==> src/rtl/pit_pkg.sv <==
// rtl/pit_pkg.sv - shared types and helpers for the 8254-style timer channels
package pit_pkg;

  typedef enum logic [2:0] {
    MODE_INT_TC    = 3'd0,
    MODE_ONESHOT   = 3'd1,
    MODE_RATE      = 3'd2,
    MODE_SQUARE    = 3'd3,
    MODE_SW_STROBE = 3'd4,
    MODE_HW_STROBE = 3'd5
  } pit_mode_e;

  typedef enum logic [1:0] {
    IDLE     = 2'd0,
    ARMED    = 2'd1,
    COUNTING = 2'd2,
    HALT     = 2'd3
  } pit_state_e;

  // Raw mode codes 6 and 7 are aliases of the rate and square-wave modes.
  function automatic pit_mode_e pit_map_mode(input logic [2:0] raw);
    pit_mode_e m;
    case (raw)
      3'd6:    m = MODE_RATE;
      3'd7:    m = MODE_SQUARE;
      default: m = pit_mode_e'(raw);
    endcase
    return m;
  endfunction

  // Modes 1 and 5 are started by a gate rising edge instead of the write.
  function automatic logic pit_gate_triggered(input pit_mode_e m);
    return (m == MODE_ONESHOT) || (m == MODE_HW_STROBE);
  endfunction

endpackage

==> src/rtl/pit_counter_channel_if.sv <==
// rtl/pit_counter_channel_if.sv - decode-side bus of one timer channel (bcd lane under BCD_COUNT_EN)
interface pit_counter_channel_if #(
  parameter int WIDTH = 16
);

  logic             cs;
  logic             wr_count;
  logic [WIDTH-1:0] count_in;
  logic [2:0]       mode;
  logic             gate;
`ifdef BCD_COUNT_EN
  logic             bcd;
`endif
  logic             out;
  logic [WIDTH-1:0] current_count;
  logic             gate_ck;

`ifdef BCD_COUNT_EN
  modport master (
    output cs, wr_count, count_in, mode, gate, bcd,
    input  out, current_count, gate_ck
  );

  modport slave (
    input  cs, wr_count, count_in, mode, gate, bcd,
    output out, current_count, gate_ck
  );
`else
  modport master (
    output cs, wr_count, count_in, mode, gate,
    input  out, current_count, gate_ck
  );

  modport slave (
    input  cs, wr_count, count_in, mode, gate,
    output out, current_count, gate_ck
  );
`endif

endinterface

==> src/rtl/pit_ce_decrement.sv <==
// rtl/pit_ce_decrement.sv - combinational counting-element decrement by 1 or 2, binary or BCD
module pit_ce_decrement #(
  parameter int WIDTH = 16
) (
  input  logic [WIDTH-1:0] value_i,
  input  logic             step2_i,
  input  logic             bcd_i,
  output logic [WIDTH-1:0] result_o
);

  localparam int DIGITS = WIDTH / 4;

  logic [WIDTH-1:0] bin_res;
  logic [WIDTH-1:0] bcd_res;
  logic             borrow;
  logic [4:0]       diff;

  // Binary subtraction wraps naturally from 0 to all-ones.
  assign bin_res = value_i - (step2_i ? WIDTH'(2) : WIDTH'(1));

  // Digit-wise BCD subtraction; a negative digit borrows and wraps by adding 10.
  always_comb begin
    bcd_res = '0;
    borrow  = 1'b0;
    diff    = '0;
    for (int i = 0; i < DIGITS; i++) begin
      diff = {1'b0, value_i[4*i +: 4]} - {4'b0000, borrow}
             - ((i == 0) ? {3'b000, step2_i, ~step2_i} : 5'd0);
      if (diff[4]) begin
        bcd_res[4*i +: 4] = diff[3:0] + 4'd10;
        borrow            = 1'b1;
      end else begin
        bcd_res[4*i +: 4] = diff[3:0];
        borrow            = 1'b0;
      end
    end
  end

  assign result_o = bcd_i ? bcd_res : bin_res;

endmodule

==> src/rtl/pit_counter_channel.sv <==
// rtl/pit_counter_channel.sv - one 8254-style timer channel, modes 0-5 (BCD counting under BCD_COUNT_EN)
module pit_counter_channel
  import pit_pkg::*;
#(
  parameter int WIDTH = 16
) (
  input  logic                  clk,
  input  logic                  rst,
  pit_counter_channel_if.slave  pit_if
);

  pit_state_e       state_q, state_d;
  pit_mode_e        mode_q, mode_d;
  pit_mode_e        mode_in;
  logic [WIDTH-1:0] count_q, count_d;
  logic [WIDTH-1:0] ce_q, ce_d;
  logic [WIDTH-1:0] ce_dec;
  logic             out_q, out_d;
  logic             gate_q;
  logic             gate_ck;
  logic             bcd_q, bcd_d;
  logic             bcd_in;
  logic             wr_en;
  logic             keep_state;
  logic             gate_trig;
  logic             periodic;
  logic             strobe_mode;
  logic             count_en;

`ifdef BCD_COUNT_EN
  assign bcd_in = pit_if.bcd;
`else
  assign bcd_in = 1'b0;
`endif

  assign wr_en       = pit_if.cs & pit_if.wr_count;
  assign mode_in     = pit_map_mode(pit_if.mode);
  assign gate_ck     = pit_if.gate & ~gate_q;
  assign gate_trig   = pit_gate_triggered(mode_q);
  assign periodic    = (mode_q == MODE_RATE) || (mode_q == MODE_SQUARE);
  assign strobe_mode = (mode_q == MODE_SW_STROBE) || (mode_q == MODE_HW_STROBE);
  // Gate level only qualifies counting in the software-loaded modes.
  assign count_en    = gate_trig | pit_if.gate;

  // A rewrite of the same running mode 1/2/3/5 only replaces N; it is picked up at the next reload or trigger.
  assign keep_state = wr_en && (mode_in == mode_q)
                      && ((state_q == COUNTING) || (state_q == HALT))
                      && (mode_in != MODE_INT_TC) && (mode_in != MODE_SW_STROBE);

  pit_ce_decrement #(
    .WIDTH (WIDTH)
  ) u_dec (
    .value_i  (ce_q),
    .step2_i  (mode_q == MODE_SQUARE),
    .bcd_i    (bcd_q),
    .result_o (ce_dec)
  );

  // State, count, CE and output registers with asynchronous reset.
  always_ff @(posedge clk or posedge rst) begin
    if (rst) begin
      state_q <= IDLE;
      mode_q  <= MODE_INT_TC;
      count_q <= '0;
      ce_q    <= '0;
      out_q   <= 1'b0;
      gate_q  <= 1'b0;
      bcd_q   <= 1'b0;
    end else begin
      state_q <= state_d;
      mode_q  <= mode_d;
      count_q <= count_d;
      ce_q    <= ce_d;
      out_q   <= out_d;
      gate_q  <= pit_if.gate;
      bcd_q   <= bcd_d;
    end
  end

  // Next-state: write handling, load conditions and per-mode counting/output rules.
  always_comb begin
    state_d = state_q;
    mode_d  = mode_q;
    count_d = count_q;
    ce_d    = ce_q;
    out_d   = out_q;
    bcd_d   = bcd_q;
    if (wr_en && !keep_state) begin
      count_d = pit_if.count_in;
      bcd_d   = bcd_in;
      mode_d  = mode_in;
      state_d = ARMED;
      out_d   = (mode_in != MODE_INT_TC);
    end else begin
      if (wr_en) begin
        count_d = pit_if.count_in;
        bcd_d   = bcd_in;
      end
      case (state_q)
        ARMED: begin
          if (!gate_trig) begin
            ce_d    = count_q;
            state_d = COUNTING;
          end else if (gate_ck) begin
            ce_d    = count_q;
            state_d = COUNTING;
            out_d   = (mode_q != MODE_ONESHOT);
          end
        end
        COUNTING, HALT: begin
          // The strobe of modes 4/5 lasts exactly one clock.
          if ((state_q == HALT) && strobe_mode) begin
            out_d = 1'b1;
          end
          if (gate_trig && gate_ck) begin
            ce_d    = count_q;
            state_d = COUNTING;
            out_d   = (mode_q != MODE_ONESHOT);
          end else if (periodic && !pit_if.gate) begin
            out_d = 1'b1;
          end else if (periodic && gate_ck) begin
            ce_d  = count_q;
            out_d = 1'b1;
          end else if (count_en) begin
            case (mode_q)
              MODE_RATE: begin
                if (ce_q == WIDTH'(1)) begin
                  ce_d  = count_q;
                  out_d = 1'b1;
                end else begin
                  ce_d  = ce_dec;
                  out_d = (ce_dec != WIDTH'(1));
                end
              end
              MODE_SQUARE: begin
                // Half-period ends when a step of 2 would reach or pass zero.
                // Odd N reloads N for the high half and N-1 for the low half;
                // bit 0 is also the parity of the least-significant BCD digit.
                if ((ce_q == WIDTH'(1)) || (ce_q == WIDTH'(2))) begin
                  if (count_q == WIDTH'(1)) begin
                    ce_d  = count_q;
                    out_d = 1'b1;
                  end else if (out_q) begin
                    ce_d  = count_q & ~WIDTH'(1);
                    out_d = 1'b0;
                  end else begin
                    ce_d  = count_q;
                    out_d = 1'b1;
                  end
                end else begin
                  ce_d = ce_dec;
                end
              end
              default: begin
                ce_d = ce_dec;
                if ((state_q == COUNTING) && (ce_dec == '0)) begin
                  state_d = HALT;
                  out_d   = (mode_q == MODE_INT_TC) || (mode_q == MODE_ONESHOT);
                end
              end
            endcase
          end
        end
        default: begin
        end
      endcase
    end
  end

  assign pit_if.out           = out_q;
  assign pit_if.current_count = ce_q;
  assign pit_if.gate_ck       = gate_ck;

endmodule
==> src/flat_wrapper.sv <==
// flat-port wrapper written by rule: the top's interface ports become plain ports
module pit_counter_channel_flat import pit_pkg::*;
#(
  parameter int WIDTH = 16
)
  (clk, rst, pit_if_cs, pit_if_wr_count, pit_if_count_in, pit_if_mode, pit_if_gate, pit_if_out, pit_if_current_count, pit_if_gate_ck);
  pit_counter_channel_if #(.WIDTH(WIDTH)) pit_if_i ();
  input  logic clk;
  input  logic rst;
  input wire logic [$bits(pit_if_i.cs)-1:0] pit_if_cs;
  input wire logic [$bits(pit_if_i.wr_count)-1:0] pit_if_wr_count;
  input wire logic [$bits(pit_if_i.count_in)-1:0] pit_if_count_in;
  input wire logic [$bits(pit_if_i.mode)-1:0] pit_if_mode;
  input wire logic [$bits(pit_if_i.gate)-1:0] pit_if_gate;
  output wire logic [$bits(pit_if_i.out)-1:0] pit_if_out;
  output wire logic [$bits(pit_if_i.current_count)-1:0] pit_if_current_count;
  output wire logic [$bits(pit_if_i.gate_ck)-1:0] pit_if_gate_ck;
  assign pit_if_i.cs = pit_if_cs;
  assign pit_if_i.wr_count = pit_if_wr_count;
  assign pit_if_i.count_in = pit_if_count_in;
  assign pit_if_i.mode = pit_if_mode;
  assign pit_if_i.gate = pit_if_gate;
  assign pit_if_out = pit_if_i.out;
  assign pit_if_current_count = pit_if_i.current_count;
  assign pit_if_gate_ck = pit_if_i.gate_ck;
  pit_counter_channel #(.WIDTH(WIDTH)) u_core (.clk(clk), .rst(rst), .pit_if(pit_if_i));
endmodule
==> config.mk <==
export PLATFORM = sky130hd
export DESIGN_NAME = pit_counter_channel_flat
export DESIGN_NICKNAME = d
export VERILOG_FILES = /design/src/rtl/pit_pkg.sv /design/src/rtl/pit_counter_channel_if.sv /design/src/rtl/pit_ce_decrement.sv /design/src/rtl/pit_counter_channel.sv /design/src/flat_wrapper.sv
export SDC_FILE = /design/constraint.sdc
export NUM_CORES = 1
export LEC_CHECK = 0
export ABC_CLOCK_PERIOD_IN_PS = 7200
export BUFFER_PORTS_ARGS = -buffer_cell sky130_fd_sc_hd__buf_4
export CAP_MARGIN = 15
export CORE_ASPECT_RATIO = 0.5
export CORE_MARGIN = 5
export CORE_UTILIZATION = 60
export DETAILED_ROUTE_END_ITERATION = 7
export GPL_TIMING_DRIVEN = 1
export PLACE_DENSITY = 0.84
export REMOVE_ABC_BUFFERS = 1
export SKIP_CTS_REPAIR_TIMING = 1
export SLEW_MARGIN = 20
export SYNTH_ARGS = -nofsm -noshare
export SYNTH_HDL_FRONTEND = slang
export SYNTH_SLANG_ARGS = --single-unit
==> constraint.sdc <==
create_clock -name clk -period 7.2 [get_ports clk]
set_clock_uncertainty 0.2 [all_clocks]
set_input_delay 0.36 -clock clk [delete_from_list [all_inputs] [get_ports clk]]
set_output_delay 0.36 -clock clk [all_outputs]
set_load 0.05 [all_outputs]
==> summary.md <==
| Metric | Value |
|---|---|
| Distinct cell type count of the synthesized netlist | `roughly 60` |
| Sequential share of the synthesized area | `between 30 and 40%` |
| Die footprint | `5640 sq um` |
| Clk_lat worst skew | `about 0.3 ns` |
| Switching share of total power | `between 40% and 50%` |
| Top cells by area, synth | `dfrtp_1 (39%), mux2_2 (9.0%), nand2_1 (3.8%)` |
| Clk sinks | `39` |
| Post-Syn Instances | `between 200 and 300` |
| Maxcap violations | `0` |
| Setup crit start kind | `register` |
| WL final | `roughly 6000 microns` |
| Yosys warns | `0` |
| Synth area leader | `dfrtp_1` |
| Initial DRT Pass Iterations | `4` |
| Multi-input gate area | `between 1000 and 1500 sq um` |
| WL/cell | `between 15 and 20 microns` |
| IO Pins | `42` |
| CP required | `just over 7 ns` |
| Reg clk slew, reported paths | `approximately 0.08 ns` |
| FF/Latch Area | `976 sq um` |
| Critical path type | `reg -> reg` |
| Metal-1 WL | `~2700 microns` |
| Die Ht | `~56 microns` |
| Fin. Hold Viols | `39` |
| DP Wirelength | `between 4000 and 5000 microns` |
| Final setup fails | `0` |
| First-pass GRT wire length | `a little over 10000 microns` |
| Core area | `about 4000 sq um` |
| 1st-iter DRT viols | `110` |
| Netlist Area Pre-Place | `roughly 2500 sq um` |
| Vias/cell | `approximately 6.3` |
| Setup ws final | `3.52 ns` |
| Met3 wire len | `between 300 and 400 microns` |
| Slew @ Worst Pin | `0.818 ns` |
| Max-slew violations | `0` |
| DP Worst Slack | `between 3 and 4 ns` |
| Leakage Power | `1.22 nW` |
| Clock H-tree levels | `2` |
| Synth cell count leaders | `dfrtp_1 (39), nand2_1 (25), mux2_2 (20)` |
| Routed wl met2 | `between 3000 and 4000 microns` |
| Max FO, Critical Path | `8` |
| Min Tclk post-route | `3.68 ns` |
| Fill cells | `304` |
| Sequential share of power | `32.1%` |
| Final RePlAce weighted congestion | `0.874` |
| Top_reg_cell synth | `dfrtp_1` |
| Root buf cell | `clkbuf_8` |
| Fin cells | `353` |
| RSZ-0062 raised after global routing | `no` |
| Hold WC Path Type | `in -> async` |
| Status | `finished with violations` |
| Starting Density | `around 63%` |
| Synth-to-Final Area Change | `16.9%` |
| Nets | `326` |
| Cell with the most instances after synthesis | `dfrtp_1` |
| Grt ovf | `0` |
| Dpl cells | `~350` |
| GRT Total Usage | `between 20% and 30%` |
| DR vias | `2213` |
| Net Switching | `0.607 mW` |
| Int Power | `0.627 mW` |
| Die extent in x | `between 100 and 150 microns` |
| Worst slew margin | `about 45%` |
| EDFF count, synth | `0` |
| Part of the cycle the worst path needs | `between 50% and 60%` |
| Largest net degree at the start of global routing | `40` |
| Min Hold Slack | `-0.0221 ns` |
| CTS tree | `done` |
| Setup_tns | `0 ns` |
| Logic gate share of total power | `around 52%` |
| Clock power frac | `around 16%` |
| Synthesized area per cell | `9.47 sq um` |
| ANT nets after route | `0` |
| Number of port buffers | `a little over 40` |
| F_max | `around 270 MHz` |
| Fraction of registers with async set/reset | `between 90% and 100%` |
| CP endpoint kind | `register` |
| Vias in the first global route | `between 2000 and 2500` |
| P per Cell Area | `422 nW/um^2` |
| Drt drc | `0` |
| # diodes | `0` |
| Initial antenna violation count | `0` |
| Synth top area share | `between 30% and 40%` |
| Failing checks | `hold timing` |
| Max layer used | `met4` |
| Layout cells sized above 1 | `between 30% and 40%` |
| Clock buffer depth | `2` |
| FF+latch count, synth | `39` |
| CP Data Arrival Time | `3.70 ns` |
| Row cnt | `16` |
| VDD IR max | `about 0.23 mV` |
| Cts bufs inserted | `5` |
## final cells by class
type | count | share of cell area, %
clock buffer | 6 | 2.83
clock inverter | 2 | 1.20
inverter | 8 | 1.03
timing repair buffer | 44 | 11.3
tap | 54 | 2.31
multi-input combinational | 200 | 47.9
sequential | 39 | 33.4
## cells by family (layout without fill, tap and decap cells)
group                      after synthesis  after routing  share of synthesized area [%]
AOI/OAI and AO/OA                       66             66                           18.4
and+or+nand+nor                        100            100                           22.5
adders and majority gates                4              4                           2.30
muxes                                   23             23                           10.2
xor gates and xnor gates                 7              7                           2.45
DFF                                     39             39                           39.0
buffers and inverters                   25             60                           5.10
## layer usage
metal	vias up	track usage, %
li1	1046	-
met1	1087	30.0
met2	63	36.4
met3	17	5.51
met4	0	8.33
met5	-	0
## flip-flops by register name (all words and copies together) (netlist names)
register	flops
u_core.state_q	2
u_core.mode_q	3
u_core.gate_q	1
u_core.pit_if.out	1
u_core.count_q	16
u_core.pit_if.current_count	16
## critical path: stages (launching register included)
cell	delay, ns
dfrtp_1	0.45
nor2b_1	0.21
nand2_1	0.27
ha_1	0.20
inv_1	0.05
fa_1	0.47
nor3_1	0.41
nand2_1	0.14
xor2_1	0.15
o2111ai_1	0.22
or3_1	0.44
o31a_1	0.24
o21bai_1	0.14
## cell usage in the layout, fill, tap and decap left out, types with 3 or more instances in the layout
| cell type | Yosys | final |
|---|---|---|
| nand4_1 | 3 | 3 |
| xnor2_1 | 5 | 5 |
| clkbuf_8 | 0 | 6 |
| or3_1 | 5 | 5 |
| ha_1 | 3 | 3 |
| inv_1 | 8 | 8 |
| or4_1 | 4 | 4 |
| mux2_2 | 20 | 20 |
| nor2_1 | 16 | 16 |
| a21oi_2 | 4 | 4 |
| nor3_1 | 9 | 9 |
| a31oi_1 | 4 | 4 |
| buf_4 | 2 | 44 |
| nor4_1 | 7 | 7 |
| a211oi_1 | 4 | 3 |
| mux2i_1 | 3 | 3 |
| nand3_1 | 10 | 10 |
| dfrtp_1 | 39 | 39 |
| o21ai_1 | 6 | 6 |
| nand2_1 | 25 | 25 |
| o21ai_0 | 11 | 11 |
| a21oi_1 | 14 | 14 |
| nor2b_1 | 4 | 4 |
## power by group through the flow
stage / Combinational, mW / Sequential (mW) / Clock, mW
finish: 0.641 / 0.397 / 0.196
global route: 0.690 / 0.412 / 0.210
CTS: 0.642 / 0.395 / 0.197
detailed placement: 0.637 / 0.398 / 0
global placement: 0.620 / 0.395 / 0
floorplan: 0.313 / 0.530 / 0
## per-stage QoR
| step | area [sq um] | hold slack [ns] | util [%] | power [mW] |
|---|---|---|---|---|
| finish | 2920 | -0.0221 | 73.7 | 1.23 |
| global route | 2920 | 0.00212 | 73.7 | 1.31 |
| CTS | 2920 | -0.00126 | 73.7 | 1.23 |
| detailed placement | 2810 | 0.320 | 70.8 | 1.03 |
| global placement | 2810 | 0.309 | 70.8 | 1.02 |
| floorplan | 2400 | 0.191 | - | 0.844 |
## worst paths after layout
| kind | slack (ns) | depth (start not counted) | from | to |
|---|---|---|---|---|
| worst min-delay path | -0.02 | 3 | rst | u_core.count_q[14] |
| worst max-delay path | 3.52 | 12 | u_core.mode_q[1] | u_core.state_q[0] |
| min in group clk | 0.01 | 1 | pit_if_gate | u_core.gate_q |
| max in group asynchronous | 6.46 | 3 | rst | u_core.pit_if.current_count[2] |
| worst max register to register | 3.52 | 12 | u_core.mode_q[1] | u_core.state_q[0] |
| worst min register to register | 0.35 | 2 | u_core.pit_if.current_count[6] | u_core.pit_if.current_count[6] |
Power figures use the tool's default switching activity.
